**src/rtl/id_stage.sv**
```systemverilog
// rtl/id_stage.sv - RV32I decode/issue stage with register scoreboard and ID/EX register.
// Optional macro WB_BYPASS_EN: resolve hazards against the same-cycle writeback and forward wb_data.
module id_stage #(
  parameter int XLEN = 32
) (
  input  logic            clk,
  input  logic            rst,
  input  logic            if_valid,
  input  logic [31:0]     if_instr,
  input  logic [XLEN-1:0] if_pc,
  output logic            if_ready,
  output logic [4:0]      rf_raddr1,
  output logic [4:0]      rf_raddr2,
  input  logic [XLEN-1:0] rf_rdata1,
  input  logic [XLEN-1:0] rf_rdata2,
  input  logic            wb_valid,
  input  logic [4:0]      wb_addr,
  input  logic [XLEN-1:0] wb_data,
  output logic            ex_valid,
  input  logic            ex_ready,
  output logic [XLEN-1:0] ex_pc,
  output logic [6:0]      ex_opcode,
  output logic [2:0]      ex_funct3,
  output logic [6:0]      ex_funct7,
  output logic [4:0]      ex_rd,
  output logic [XLEN-1:0] ex_rs1_val,
  output logic [XLEN-1:0] ex_rs2_val,
  output logic [XLEN-1:0] ex_imm
);

  typedef enum logic [2:0] {
    C_NONE, C_R, C_I, C_S, C_B, C_U, C_J
  } iclass_t;

  logic [6:0]       opcode;
  logic [4:0]       rs1, rs2, rd;
  iclass_t          iclass;
  logic             uses_rs1, uses_rs2, writes_rd;
  logic signed [31:0] imm32;
  logic [XLEN-1:0]  imm_x;

  logic             byp1, byp2, bypd;
  logic             haz_rs1, haz_rs2, haz_rd, stall, issue;
  logic [XLEN-1:0]  op1, op2;

  logic [31:0]      sb_q, sb_d;
  logic             ex_valid_q;
  logic [XLEN-1:0]  ex_pc_q, ex_rs1_val_q, ex_rs2_val_q, ex_imm_q;
  logic [6:0]       ex_opcode_q, ex_funct7_q;
  logic [2:0]       ex_funct3_q;
  logic [4:0]       ex_rd_q;

  assign opcode    = if_instr[6:0];
  assign rd        = if_instr[11:7];
  assign rs1       = if_instr[19:15];
  assign rs2       = if_instr[24:20];
  assign rf_raddr1 = rs1;
  assign rf_raddr2 = rs2;

  always_comb begin
    iclass = C_NONE;
    case (opcode)
      7'b0110011:                                     iclass = C_R;
      7'b0010011, 7'b0000011, 7'b1100111, 7'b1110011: iclass = C_I;
      7'b0100011:                                     iclass = C_S;
      7'b1100011:                                     iclass = C_B;
      7'b0110111, 7'b0010111:                         iclass = C_U;
      7'b1101111:                                     iclass = C_J;
      default:                                        iclass = C_NONE;
    endcase
  end

  assign uses_rs1  = (iclass == C_R) || (iclass == C_I) || (iclass == C_S) || (iclass == C_B);
  assign uses_rs2  = (iclass == C_R) || (iclass == C_S) || (iclass == C_B);
  assign writes_rd = ((iclass == C_R) || (iclass == C_I) || (iclass == C_U) || (iclass == C_J))
                     && (rd != 5'd0);

  always_comb begin
    imm32 = '0;
    case (iclass)
      C_I: imm32 = {{20{if_instr[31]}}, if_instr[31:20]};
      C_S: imm32 = {{20{if_instr[31]}}, if_instr[31:25], if_instr[11:7]};
      C_B: imm32 = {{19{if_instr[31]}}, if_instr[31], if_instr[7], if_instr[30:25],
                    if_instr[11:8], 1'b0};
      C_U: imm32 = {if_instr[31:12], 12'b0};
      C_J: imm32 = {{11{if_instr[31]}}, if_instr[31], if_instr[19:12], if_instr[20],
                    if_instr[30:21], 1'b0};
      default: imm32 = '0;
    endcase
  end

  // Signed source makes the width cast sign-extend when XLEN exceeds 32.
  assign imm_x = XLEN'(imm32);

`ifdef WB_BYPASS_EN
  assign byp1 = wb_valid && (wb_addr == rs1) && (rs1 != 5'd0);
  assign byp2 = wb_valid && (wb_addr == rs2) && (rs2 != 5'd0);
  assign bypd = wb_valid && (wb_addr == rd) && (rd != 5'd0);
  assign op1  = byp1 ? wb_data : rf_rdata1;
  assign op2  = byp2 ? wb_data : rf_rdata2;
`else
  logic unused_wb_data;
  assign unused_wb_data = ^wb_data;
  assign byp1 = 1'b0;
  assign byp2 = 1'b0;
  assign bypd = 1'b0;
  assign op1  = rf_rdata1;
  assign op2  = rf_rdata2;
`endif

  // Hazards look at the scoreboard before this instruction's own rd is marked.
  assign haz_rs1 = uses_rs1 && (rs1 != 5'd0) && sb_q[rs1] && !byp1;
  assign haz_rs2 = uses_rs2 && (rs2 != 5'd0) && sb_q[rs2] && !byp2;
  assign haz_rd  = writes_rd && sb_q[rd] && !bypd;
  assign stall   = haz_rs1 || haz_rs2 || haz_rd;

  assign if_ready = !rst && !stall && (!ex_valid_q || ex_ready);
  assign issue    = if_valid && if_ready;

  // Clear first, then set, so a same-cycle issue to the written index wins.
  always_comb begin
    sb_d = sb_q;
    if (wb_valid && (wb_addr != 5'd0)) sb_d[wb_addr] = 1'b0;
    if (issue && writes_rd)            sb_d[rd]      = 1'b1;
    sb_d[0] = 1'b0;
  end

  always_ff @(posedge clk) begin
    if (rst) begin
      sb_q         <= '0;
      ex_valid_q   <= 1'b0;
      ex_pc_q      <= '0;
      ex_opcode_q  <= '0;
      ex_funct3_q  <= '0;
      ex_funct7_q  <= '0;
      ex_rd_q      <= '0;
      ex_rs1_val_q <= '0;
      ex_rs2_val_q <= '0;
      ex_imm_q     <= '0;
    end else begin
      sb_q <= sb_d;
      if (issue) begin
        ex_valid_q   <= 1'b1;
        ex_pc_q      <= if_pc;
        ex_opcode_q  <= opcode;
        ex_funct3_q  <= if_instr[14:12];
        ex_funct7_q  <= if_instr[31:25];
        ex_rd_q      <= rd;
        ex_rs1_val_q <= op1;
        ex_rs2_val_q <= op2;
        ex_imm_q     <= imm_x;
      end else if (ex_ready) begin
        ex_valid_q <= 1'b0;
      end
    end
  end

  assign ex_valid   = ex_valid_q;
  assign ex_pc      = ex_pc_q;
  assign ex_opcode  = ex_opcode_q;
  assign ex_funct3  = ex_funct3_q;
  assign ex_funct7  = ex_funct7_q;
  assign ex_rd      = ex_rd_q;
  assign ex_rs1_val = ex_rs1_val_q;
  assign ex_rs2_val = ex_rs2_val_q;
  assign ex_imm     = ex_imm_q;

endmodule
```
**config.mk**
```make
export PLATFORM = sky130hd
export DESIGN_NAME = id_stage
export DESIGN_NICKNAME = d
export VERILOG_FILES = /design/src/rtl/id_stage.sv
export SDC_FILE = /design/constraint.sdc
export NUM_CORES = 1
export LEC_CHECK = 0
export CORE_ASPECT_RATIO = 0.7
export CORE_UTILIZATION = 25
export CTS_BUF_LIST = sky130_fd_sc_hd__clkbuf_16
export CTS_CLUSTER_SIZE = 8
export DETAILED_ROUTE_END_ITERATION = 8
export DONT_BUFFER_PORTS = 1
export PLACE_DENSITY_LB_ADDON = 0.1
export SKIP_LAST_GASP = 1
export SYNTH_ARGS = -nofsm -noshare
export SYNTH_HDL_FRONTEND = slang
export SYNTH_SLANG_ARGS = --single-unit
```
**constraint.sdc**
```tcl
create_clock -name clk -period 3.1 [get_ports clk]
set_input_delay 0.31 -clock clk [delete_from_list [all_inputs] [get_ports clk]]
set_output_delay 0.31 -clock clk [all_outputs]
set_load 0.02 [all_outputs]
```
==> results_dict.tcl <==
set metrics [dict create \
    cts_tree "built" \
    crit_required_ps 2790 \
    worstSetupStartpointType "input pin" \
    grt_pass1_wl_um 50000 \
    viasPerCell 5.24 \
    hold_violations 0 \
    worst_slew_pin_slew_ps 930 \
    num-fill-cells 3632 \
    synth.area.top_cells "dfxtp_1 (42%), o21ai_0 (8.8%), a21oi_1 (8.0%), nand3_1 (7.2%), nor2b_1 (3.2%)" \
    final_cell_count_no_fill 1549 \
    path_delay_family "simple AND/OR/NAND/NOR gates" \
    synth_cell_types 58 \
    arrival_ps 2640 \
    yosysWarnings 0 \
    synth_cells 1022 \
    grt_setup_unrepaired "false" \
    peakVddDrop_uv 284 \
    critPathMaxFanout 5 \
    vias 8121 \
    synth_nets 1196 \
    period_share_pct 95.1 \
    slew_violations 0 \
    n_antenna_cell 0 \
    synth_seq_cells 182 \
    routabilityCongestion 0.758 \
    fin_crit_ps 2950 \
    grt_overflow 0 \
    power_frac_comb_pct 10.6 \
    start_util_pct 25.8 \
    die_h_um 158 \
    finalSetupViolations 0 \
    grt_max_degree 130 \
    wl_per_cell_um 22.0 \
    cp-end-kind "primary output" \
    drtIter0Drc 597 \
    fmax_mhz 339 \
    grt_util_all_layers_pct 18.6 \
    synth-seq-area-share_pct 41.7 \
    power_leakage_nw 3.58 \
    ios 332 \
    fin_nets 1246 \
    place.detailed.hpwl_um 21800 \
    cts.htree.levels 4 \
    finalClockSkew_ps 13.5 \
    firstDrtPassIters 4 \
    p_seq_share_pct 47.0 \
    drcViolationCount 0 \
    synth_async_sr_flop_share_pct 0 \
    synth_ff_type "dfxtp_1" \
    status "finished, final reports clean" \
    switching_share_pct 29.1 \
    clockBufferDepth 2 \
    worstSetupPathType "input pin to primary output" \
    finalPower_mw 5.53 \
    max_stage_delay_ps 580 \
    cts.sinks 182 \
    p_int_mw 3.92 \
    die_area_um2 35700 \
    slew_headroom_pct 37.8 \
    wl_um 34000 \
    ant_nets 0 \
    dp.cells 1396 \
    core_um2 33900 \
    setup_ws_ps 152 \
    first_global_vias 7840 \
    synth_area_per_cell_um2 8.55 \
    numPortBuffers 0 \
    dp_slack_ps -185 \
    numCtsBuffers 17 \
    cap_violations 0 \
    drive_above_1_share_pct 9.86 \
    area_growth_pct 24.3 \
    synth_edf_count 0 \
    path_clk_slew_ps 70 \
    row_count 56 \
    clkPwrFrac_pct 42.4 \
    p_sw_mw 1.61 \
    crit_chain "a2111oi_1 -> a31o_2 -> nand3_1 -> ha_1 -> or4_1 -> or3_1 -> nand2_4 -> buf_12 -> nor4b_4" \
    cts_root_buf "clkbuf_16" \
    die_x_um 225 \
    antenna_found_initial 0 \
    synth_top_area_cell "dfxtp_1" \
    netlist_area_um2 8740 \
    synth_top_area_share_pct 41.7 \
    clk_latency_ps 450 \
    hp-class "input pin to flop" \
    critPathSlowestCell "or4_1" \
    power-per-cell-area_nw_per_um2 509 \
    cp_num_buf_inv 1 \
]
==> final cells by class <==
| type | count | area [µm²] | area share [%] |
|---|---|---|---|
| Multi-Input combinational cell | 720 | 4450 | 40.9 |
| Sequential cell | 182 | 3640 | 33.5 |
| Timing Repair Buffer | 148 | 1560 | 14.4 |
| Tap cell | 464 | 581 | 5.34 |
| Clock buffer | 17 | 425 | 3.92 |
| Clock inverter | 15 | 190 | 1.75 |
| Inverter | 3 | 11.3 | 0.104 |
==> per-layer routing <==
layer	routed length, µm	GRT usage [%]
met1	15800	25.8
met2	15200	27.6
met3	2690	5.79
met4	355	4.60
met5	0	0
==> cells in the mapped netlist, types with 3 or more instances <==
cell type  count
a211oi_1       5
a21oi_1      139
a22oi_1       16
a311oi_1       3
and2_1         3
buf_2         34
buf_4         16
buf_6         16
clkbuf_1      46
clkbuf_2       5
dfxtp_1      182
ha_1           4
inv_1          3
mux2_2        14
mux2i_1        5
mux4_2        12
nand2_1       27
nand2b_1       6
nand3_1      125
nand3b_1      24
nand4_1        5
nor2_1        11
nor2b_1       45
nor3_1         5
nor3b_1        4
nor4_1         3
o21ai_0      154
o21ai_1       36
o22ai_1        8
o31ai_1       16
o41ai_1        8
o41ai_2        6
or2_2          3
or4_1          3
==> per-stage QoR <==
step	hold WS [ps]	cell area, µm²	util [%]	TNS [ps]
6_report	38.0	10900	32.0	0
5_1_grt	40.1	10900	32.0	0
4_1_cts	0.904	10800	32.0	0
3_5_place_dp	397	9010	26.6	-17200
3_3_place_gp	396	9010	26.6	-8900
2_1_floorplan	420	8740	-	0
==> repair_timing <==
item,CTS,global route
endpoints found under the hold margin,147,0
setup buffers,0,2
resized for setup,1,1
gates cloned,0,0
setup endpoints to repair,1,1
hold buffers,119,0
==> final timing paths <==
check / startpoint / depth (start not counted) / to / slack (ps)
min reg2reg: sb_q[10] / 2 / sb_q[10] / 520
max reg2reg: sb_q[29] / 8 / ex_rs1_val[14] / 410
min: if_instr[16] / 2 / ex_imm[16] / 40
max: if_instr[5] / 9 / if_ready / 150
==> flip-flops by register name, summed over array words and instances (netlist names) <==
name and count:
ex_rs1_val 32, ex_opcode 7, ex_rd 5, ex_funct7 7
ex_rs2_val 32, ex_valid 1, ex_pc 32, sb_q 31
ex_imm 32, ex_funct3 3
==> kinds of logic (layout without fill, tap and decap cells) <==
logic type      count (synthesis)  in the layout  synth area share [%]
compound gates                403            403                  26.0
simple gates                  278            278                  17.8
flops                         182            182                  41.7
buf+inv                       120            183                  7.77
mux                            34             34                  6.03
fa+ha+maj                       4              4                 0.573
xor+xnor                        1              1                 0.100
==> layout by cell type, fill, tap and decap left out, types with 4 or more instances in the layout <==
master	synthesis	layout
nand3b_1	24	24
inv_8	0	6
mux2_2	14	14
buf_4	16	18
nand3_1	125	125
o31ai_1	16	16
clkbuf_16	0	17
nand2b_1	6	6
mux2i_1	5	5
o41ai_2	6	6
dlygate4sd3_1	0	118
nor2b_1	45	45
nor2_1	11	11
a211oi_1	5	5
nor3_1	5	5
ha_1	4	4
o22ai_1	8	8
mux4_2	12	12
o21ai_0	154	154
o41ai_1	8	8
buf_12	0	11
nand4_1	5	5
nor3b_1	4	4
o21ai_1	36	36
a22oi_1	16	16
a21oi_1	139	139
nand2_1	27	27
dfxtp_1	182	182
==> power groups by stage <==
stage	Sequential [mW]	Clock, mW	Combinational, mW
2_1_floorplan	2.62	0	0.385
3_3_place_gp	2.66	0	0.414
3_5_place_dp	2.65	0	0.416
4_1_cts	2.60	2.43	0.587
5_1_grt	2.61	2.51	0.642
6_report	2.60	2.35	0.587
Power figures use the tool's default switching activity.
